`src/rtl/chot_ketqua_pkg.sv`:
```
// ---------------------------------------------------------------------------
// chot_ketqua_pkg
// Shared definitions for the chot_ketqua result latch:
//   - skid_state_t : occupancy state of the 2-entry output skid buffer
//   - FP_W, EXP_INF: IEEE754 single word width and all-ones exponent
//   - SIGN_POS, EXP_MSB/EXP_LSB, FRAC_MSB/FRAC_LSB: field positions in the word
// ---------------------------------------------------------------------------
package chot_ketqua_pkg;

  localparam int         FP_W     = 32;
  localparam logic [7:0] EXP_INF  = 8'hFF;

  localparam int SIGN_POS = 31;
  localparam int EXP_MSB  = 30;
  localparam int EXP_LSB  = 23;
  localparam int FRAC_MSB = 22;
  localparam int FRAC_LSB = 0;

  typedef enum logic [1:0] {
    EMPTY = 2'd0,
    ONE   = 2'd1,
    TWO   = 2'd2
  } skid_state_t;

endpackage

```
`src/rtl/chot_ketqua_chuanhoa.sv`:
```
// ---------------------------------------------------------------------------
// chuanhoa_ngoaile
// Combinational exception fix-up applied to a result before it is buffered.
// Build option: CHOT_KETQUA_SAT_EN
//   defined   : overflow  -> signed infinity  {s, 8'hFF, 23'h0}
//               underflow -> signed zero      {s, 31'h0}
//               overflow wins when both flags are set
//   undefined : the word passes through unchanged
// Ports:
//   result_in   [FP_W-1:0] in   raw add/sub result
//   overflow_in            in   overflow flag of the result
//   underflow_in           in   underflow flag of the result
//   result_fix  [FP_W-1:0] out  word to store
// ---------------------------------------------------------------------------
module chuanhoa_ngoaile
  import chot_ketqua_pkg::*;
(
  input  logic [FP_W-1:0] result_in,
  input  logic            overflow_in,
  input  logic            underflow_in,
  output logic [FP_W-1:0] result_fix
);

`ifdef CHOT_KETQUA_SAT_EN
  always_comb begin
    result_fix = result_in;
    if (overflow_in) begin
      result_fix                  = '0;
      result_fix[SIGN_POS]        = result_in[SIGN_POS];
      result_fix[EXP_MSB:EXP_LSB] = EXP_INF;
    end else if (underflow_in) begin
      result_fix           = '0;
      result_fix[SIGN_POS] = result_in[SIGN_POS];
    end
  end
`else
  // Flags only matter for the saturating build; keep them visibly consumed.
  logic w_unused_flags;
  assign w_unused_flags = overflow_in | underflow_in;
  assign result_fix     = result_in;
`endif

endmodule

```
`src/rtl/chot_ketqua.sv`:
```
// ---------------------------------------------------------------------------
// chot_ketqua
// Output latch for the FP add/sub datapath: a 2-entry in-order skid buffer
// (EMPTY/ONE/TWO) with sticky overflow/underflow flags and a saturating
// exception counter. Build option CHOT_KETQUA_SAT_EN enables result fix-up
// inside chuanhoa_ngoaile.
// Ports:
//   clk, rst_n                 clock, asynchronous active-low reset
//   in_valid / in_ready        upstream handshake (in_ready from state only)
//   result_in, overflow_in,
//   underflow_in               incoming result and its exception flags
//   out_valid / out_ready      downstream handshake
//   result_out                 oldest buffered entry (registered)
//   flag_ovf, flag_udf         sticky exception flags
//   clr_flags                  synchronous clear of flags and exc_count
//   exc_count [CNT_W-1:0]      saturating count of flagged acceptances
// ---------------------------------------------------------------------------
module chot_ketqua
  import chot_ketqua_pkg::*;
#(
  parameter int CNT_W = 16
) (
  input  logic             clk,
  input  logic             rst_n,
  input  logic             in_valid,
  output logic             in_ready,
  input  logic [FP_W-1:0]  result_in,
  input  logic             overflow_in,
  input  logic             underflow_in,
  output logic             out_valid,
  input  logic             out_ready,
  output logic [FP_W-1:0]  result_out,
  output logic             flag_ovf,
  output logic             flag_udf,
  input  logic             clr_flags,
  output logic [CNT_W-1:0] exc_count
);

  skid_state_t      r_state, w_next_state;
  logic [FP_W-1:0]  r_head, r_tail, w_fix;
  logic             r_ovf, r_udf;
  logic [CNT_W-1:0] r_cnt, w_base_cnt;
  logic             w_push, w_pop, w_exc;

  chuanhoa_ngoaile u_fix (
    .result_in    (result_in),
    .overflow_in  (overflow_in),
    .underflow_in (underflow_in),
    .result_fix   (w_fix)
  );

  // Handshake outputs decode the registered state only, so in_ready never
  // depends combinationally on out_ready.
  assign in_ready  = (r_state != TWO);
  assign out_valid = (r_state != EMPTY);
  assign w_push    = in_valid & in_ready;
  assign w_pop     = out_valid & out_ready;
  assign w_exc     = overflow_in | underflow_in;

  always_ff @(posedge clk or negedge rst_n) begin
    // NOTE: state uses non-blocking assignment so every register samples the
    // pre-edge values of its neighbours regardless of block evaluation order.
    if (!rst_n) r_state <= EMPTY;
    else        r_state <= w_next_state;
  end

  always_comb begin
    // NOTE: default first; any path that skipped the assignment would infer a latch.
    w_next_state = r_state;
    unique case (r_state)
      EMPTY: if (w_push) w_next_state = ONE;
      ONE: begin
        if (w_push && !w_pop)      w_next_state = TWO;
        else if (!w_push && w_pop) w_next_state = EMPTY;
      end
      TWO:     if (w_pop) w_next_state = ONE;
      default: w_next_state = EMPTY;
    endcase
  end

  // Head is the word on result_out; tail holds the younger entry in TWO.
  always_ff @(posedge clk or negedge rst_n) begin
    // NOTE: both data slots are reset so result_out is a known 0 out of reset,
    // not merely qualified by out_valid.
    if (!rst_n) begin
      r_head <= '0;
      r_tail <= '0;
    end else begin
      unique case (r_state)
        EMPTY: if (w_push) r_head <= w_fix;
        ONE: begin
          if (w_push && w_pop) r_head <= w_fix;
          else if (w_push)     r_tail <= w_fix;
        end
        TWO:     if (w_pop) r_head <= r_tail;
        default: ;
      endcase
    end
  end

  // Clear applies before the same-cycle event, so a clear plus a flagged
  // acceptance leaves the flag set and the count at 1.
  assign w_base_cnt = clr_flags ? '0 : r_cnt;

  always_ff @(posedge clk or negedge rst_n) begin
    if (!rst_n) begin
      r_ovf <= 1'b0;
      r_udf <= 1'b0;
      r_cnt <= '0;
    end else begin
      r_ovf <= (r_ovf & ~clr_flags) | (w_push & overflow_in);
      r_udf <= (r_udf & ~clr_flags) | (w_push & underflow_in);
      if (w_push && w_exc && !(&w_base_cnt)) r_cnt <= w_base_cnt + CNT_W'(1);
      else                                   r_cnt <= w_base_cnt;
    end
  end

  assign result_out = r_head;
  assign flag_ovf   = r_ovf;
  assign flag_udf   = r_udf;
  assign exc_count  = r_cnt;

endmodule

```
`config.mk`:
```
export PLATFORM = sky130hd
export DESIGN_NAME = chot_ketqua
export DESIGN_NICKNAME = d
export VERILOG_FILES = /design/src/rtl/chot_ketqua_pkg.sv /design/src/rtl/chot_ketqua_chuanhoa.sv /design/src/rtl/chot_ketqua.sv
export SDC_FILE = /design/constraint.sdc
export NUM_CORES = 1
export LEC_CHECK = 0
export BUFFER_PORTS_ARGS = -buffer_cell sky130_fd_sc_hd__buf_2
export CELL_PAD_IN_SITES_DETAIL_PLACEMENT = 0
export CELL_PAD_IN_SITES_GLOBAL_PLACEMENT = 1
export CORE_MARGIN = 10
export CORE_UTILIZATION = 39
export CTS_BUF_LIST = sky130_fd_sc_hd__clkbuf_8
export DETAILED_ROUTE_END_ITERATION = 10
export PLACE_DENSITY = 0.84
export SYNTH_ARGS = -nofsm -noshare
export SYNTH_HDL_FRONTEND = slang
export SYNTH_HIERARCHICAL = 1
export SYNTH_SLANG_ARGS = --single-unit
```
`constraint.sdc`:
```
create_clock -name clk -period 2.2 [get_ports clk]
set_clock_uncertainty 0.1 [all_clocks]
set_input_delay 0 -clock clk [delete_from_list [all_inputs] [get_ports clk]]
set_output_delay 0 -clock clk [all_outputs]
set_load 0.05 [all_outputs]
```
After elaboration in Yosys (flattened, before gate mapping)
Cells that the tools add are included.
- add/sub/neg operators: 1
- mux-type cells: 11
- equality and inequality tests: 7
- reductions and logical operators: 15
- bitwise operators: 11
- operator list (operator ; count):
    32-bit two-way mux ; 3
    32-bit case mux with 3 select lines ; 1
    16-bit two-way mux ; 2
    16-bit by 1-bit adder with 16-bit output, second input constant ; 1
    16-bit AND reduction ; 1
    2-bit two-way mux ; 4
    2-bit != test, second input constant ; 4
    1-bit AND ; 6
    2-bit case mux with 3 select lines ; 1
    3-bit AND reduction ; 2
    1-bit logical AND ; 5
    4-bit AND reduction ; 1
    1-bit logical NOT ; 3
    3-bit != test, second input constant ; 1
    1-bit bitwise OR ; 3
    3-bit nonzero test ; 1
    2-bit by 1-bit == test with 1-bit output, second input constant ; 1
    2-bit == test, second input constant ; 1
    2-bit logical NOT ; 1
    1-bit inverter ; 2
    2-bit nonzero test ; 1
- output and inout bits: 52
- word-level logic and storage cells: 51
- bits in registers: 84
- input port bits: 39

Logic depth before layout (Yosys ltp)
- word-level depth: 7
- gate-level depth with buffers: 10
- gate-level depth less buffers: 8

Modules after synthesis
Netlist, hierarchy kept.
- by module, submodules not included (module ; area each (um^2) ; cells each ; seq. area each (um^2) ; times used):
    chot_ketqua ; 3684.8 ; 351 ; 2102.0 ; 1
    chuanhoa_ngoaile ; 240.2 ; 32 ; 0.0 ; 1

Worst setup path before layout
OpenSTA, ideal clock, no wires.
- path kind: reg-to-reg
- from: register r_cnt[1], in the netlist exc_count[1]
- to: register r_cnt[8], in the netlist exc_count[8]
- buffers on the path: 1
- stages on the path, launching flop included: 7
- data arrival time: 2.114 ns
- setup slack: -0.093 ns
- required time: 2.022 ns
- clock period less this slack: 2.293 ns
- library setup time: 0.078 ns
- cells stage by stage: dfrtp_1 and4_1 nand2_1 or4_1 clkbuf_1 or3_1 a21oi_1
- cells in the longest elaborated chain, start to end: 5
- elaborated cells on any way between the ends: 6
- classes of those cells: add/sub: 1; mux: 2; reduce/logical: 3
- ends and longest elaborated chain (what ; RTL line ; source):
    start: declaration ; chot_ketqua.sv:42 ; logic [CNT_W-1:0] r_cnt, w_base_cnt;
    start signal: assignment ; chot_ketqua.sv:113 ; if (w_push && w_exc && !(&w_base_cnt)) r_cnt <= w_base_cnt + CNT_W'(1);
    start signal: assignment ; chot_ketqua.sv:114 ; else r_cnt <= w_base_cnt;
    16-bit two-way mux (*) ; chot_ketqua.sv:103 ; assign w_base_cnt = clr_flags ? '0 : r_cnt;
    parallel branches: the longest is 3 deep, another holds 16-bit by 1-bit adder with 16-bit output ; - ;
    16-bit two-way mux (*) ; chot_ketqua.sv:113 ;
Every way passes the cells marked *.
A chain may end at the register's enable or synchronous reset.

Final worst setup path
- from: register r_state[0]
- to: register r_head[21], in the netlist result_out[21]
- cells in the longest elaborated chain, start to end: 5
- elaborated cells on any way between the ends: 14
- classes of those cells: eq/ne: 6; mux: 1; bitwise: 2; reduce/logical: 5
- ends and longest elaborated chain (what ; RTL line ; source):
    start: declaration ; chot_ketqua.sv:39 ; skid_state_t r_state, w_next_state;
    start signal: assignment ; chot_ketqua.sv:64 ; else r_state <= w_next_state;
    2-bit != test / 2-bit nonzero test (equally long branches) ; chot_ketqua.sv:54, chot_ketqua.sv:55 ;
    1-bit AND, on equally long branches ; chot_ketqua.sv:56, chot_ketqua.sv:57 ;
    1-bit logical AND ; chot_ketqua.sv:92 ; if (w_push && w_pop) r_head <= w_fix;
    2-bit != test (no source line) ; - ;
    4-bit AND reduction (no source line) ; - ;
    end signal: assignment ; chot_ketqua.sv:90 ; EMPTY: if (w_push) r_head <= w_fix;
    end signal: assignment ; chot_ketqua.sv:92 ;
    end signal: assignment ; chot_ketqua.sv:95 ; TWO: if (w_pop) r_head <= r_tail;
    end: declaration ; chot_ketqua.sv:40 ; logic [FP_W-1:0] r_head, r_tail, w_fix;
Several ways; a longest one is shown, not always the timed one.

==> flow_summary.json <==
{
  "tightest_slew_ns": 0.586,
  "synth-async-reset-ratio": 1.00,
  "coreArea_mm2": 0.00977,
  "gp_congestion": 0.791,
  "vias_per_cell": 4.87,
  "synth_top_flop_cell": "dfrtp_1",
  "ys_warn_count": 6,
  "final_cell_mix": "89 x buf_2, 80 x dfrtp_1, 74 x nand2_1, 40 x nor2_1, 37 x dlygate4sd3_1",
  "io_buffers": 90,
  "seqCellArea_mm2": 0.00211,
  "leakagePower_uw": 0.00227,
  "fillers": 938,
  "critPathMaxFanout": 22,
  "start_kind": "register",
  "max_freq_ghz": 0.488,
  "fp-row-count": 36,
  "tns_ns": 0,
  "cts_made_buffers": 9,
  "initial_utilization": 0.402,
  "r2r-start": "r_state[0]$_DFFE_PN0P_",
  "drcViolationCount": 0,
  "synth_area_leaders": "dfrtp_1 54%, mux2_2 9.5%, nand2_1 7.1%",
  "nets": 526,
  "r2r_end": "result_out[21]$_DFFE_PN0P_",
  "wirelength_um": 9040,
  "first_pass_iters": 4,
  "cts_resized": 0,
  "grt_max_degree": 44,
  "final_hold_viol_count": 0,
  "layout-drive-gt1-share": 0.329,
  "ys_ff_latch": 84,
  "cp_data_required_time_ns": 2.32,
  "track_usage": 0.128,
  "cts-hold-fix-buffers": 37,
  "cp.arrival_ns": 2.16,
  "num_vias": 3031,
  "cts.path.max_buffers": 2,
  "final_max_slew_viol_count": 0,
  "reg2reg_slack_ns": 0.15,
  "power_density_mw_per_mm2": 1350,
  "grt_setup_unrepaired": "false",
  "vdd_drop_max_mv": 0.693,
  "grt_pass1_vias": 3243,
  "final_common_cell": "buf_2",
  "worstSetupEndpointType": "register",
  "synth_cells": 383,
  "grt_overflow_total": 0,
  "die_x_um": 120,
  "antenna_found_initial": 0,
  "hold_end": "exc_count[4]$_DFF_PN0_",
  "grt_pass1_wl_um": 15400,
  "dieHeight_um": 120,
  "dieArea_mm2": 0.0145,
  "path_cells": "or2_2 -> nand2_1 -> inv_1 -> ha_1 -> a21oi_1 -> o21ai_4 -> buf_4 -> nor2_1 -> a31oi_1",
  "synth_fp_nets": 425,
  "avgRoutedWirePerCell_um": 14.5,
  "ys_seq_area_frac": 0.536,
  "hold_class": "input port to register",
  "cts_post_setup_buffers_inserted": 0,
  "crit_type": "register to register",
  "status": "finished, final reports clean",
  "reg2reg_depth": 9,
  "synth_cell_types": 43,
  "path_clk_slew_ns": 0.08,
  "cts_tree": "yes",
  "pre_cts_slack_ns": 0.164,
  "ioPinCount": 91,
  "clock-sinks": 84,
  "insertion_delay_ns": 0.35,
  "multi_input_area_mm2": 0.00151,
  "syn_area_mm2": 0.00393,
  "cts-root-buf": "clkbuf_8",
  "hpwlAfterDp_um": 6360,
  "synthToLayoutAreaGrowth_pct": 25.9,
  "fin_ws_ns": 0.152,
  "antenna_cells": 0,
  "cp_slowest_cell": "dfrtp_1",
  "min_path_cells": 4,
  "ant_nets": 0,
  "htreeDepth": 3,
  "synth_edf_count": 0,
  "slew_headroom": 0.609,
  "avgSynthCellArea_um2": 10.2,
  "yosysTopAreaCell": "dfrtp_1",
  "cap_viol_max_count": 0,
  "holdCritStartpoint": "in_valid",
  "critPathMaxStageDelay_ns": 0.44,
  "synth_top_area_frac": 0.536,
  "drt_iter0_drc": 154,
  "fin_crit_ns": 2.05,
  "min_period_over_period": 0.931,
  "setup_viol": 0
}
==> flip-flops by register name, indices dropped and copies added, names as in the netlist <==
register	flops
flag_udf	1
flag_ovf	1
result_out	32
exc_count	16
r_tail	32
r_state	2
==> worst max-delay path by stage <==
stage / startpoint / endpoint / slack (ns) / depth (start not counted)
2_1_floorplan: r_state[0]$_DFFE_PN0P_ / r_tail[10]$_DFFE_PN0P_ / -0.01 / 8
3_3_place_gp: r_state[0]$_DFFE_PN0P_ / result_out[28]$_DFFE_PN0P_ / 0.24 / 9
3_5_place_dp: r_state[0]$_DFFE_PN0P_ / result_out[21]$_DFFE_PN0P_ / 0.16 / 9
4_1_cts: r_state[0]$_DFFE_PN0P_ / result_out[21]$_DFFE_PN0P_ / 0.14 / 9
5_1_grt: r_state[0]$_DFFE_PN0P_ / result_out[24]$_DFFE_PN0P_ / 0.05 / 9
6_report: r_state[0]$_DFFE_PN0P_ / result_out[21]$_DFFE_PN0P_ / 0.15 / 9
==> cells by family (layout without fill, tap and decap cells) <==
kind of cell | count (synthesis) | in the layout | share of synthesized area
compound gates | 58 | 58 | 0.0998
xor+xnor | 4 | 4 | 0.00893
fa+ha+maj | 3 | 3 | 0.00956
buf+inv | 54 | 160 | 0.0854
flops | 84 | 84 | 0.536
mux | 34 | 34 | 0.0972
simple gates | 146 | 146 | 0.164
==> layout make-up <==
| cell class | instances | area share |
|---|---|---|
| inverters | 4 | 0.00405 |
| well taps | 133 | 0.0337 |
| multi-input cells | 245 | 0.305 |
| clock inverters | 7 | 0.0122 |
| clock buffers | 9 | 0.0251 |
| repair buffers | 140 | 0.194 |
| flip-flops and latches | 84 | 0.426 |
==> report_power, final <==
part           leakage [uW]  switching (uW)  internal, uW  total [uW]
clock              0.000101             536           511        1050
sequential         0.000997             329          2180        2510
combinational       0.00117            2100          1040        3140
total               0.00227            2960          3730        6690
==> cells in the mapped netlist, types with 4 or more instances <==
cell       n
nor2_1    40
clkbuf_1  16
o21ai_0    4
buf_4     32
a21oi_1    6
mux2_2    33
nand2_1   74
a31oi_1   33
dfrtp_1   84
==> routing by layer <==
metal	share of wire	wire length (um)	vias to the layer above	GRT usage
met4	0.014	122	0	0.0468
met2	0.47	4260	79	0.214
li1	-	-	1487	-
met1	0.46	4110	1455	0.156
met5	0	0	-	0
met3	0.059	536	10	0.0363
==> metrics by stage <==
step | cell area (um2) | utilization | instances | hold slack [ns] | power [uW]
2_1_floorplan | 3940 | - | 383 | -0.396 | 4850
3_3_place_gp | 4390 | 0.449 | 569 | -0.0643 | 5590
3_5_place_dp | 4390 | 0.449 | 569 | -0.0565 | 5690
4_1_cts | 4940 | 0.506 | 622 | 0.0467 | 6790
5_1_grt | 4940 | 0.506 | 622 | 0.116 | 7150
6_report | 4940 | 0.506 | 622 | 0.0671 | 6690
==> critical path, delay by kind of cell, from the launching register on <==
kind / cells / cell delay, ns
buf+inv: 2 / 0.26
fa+ha+maj: 1 / 0.18
simple gates: 3 / 0.56
flops: 1 / 0.44
compound gates: 3 / 0.38
No activity file was read; power rests on OpenSTA's default activity.
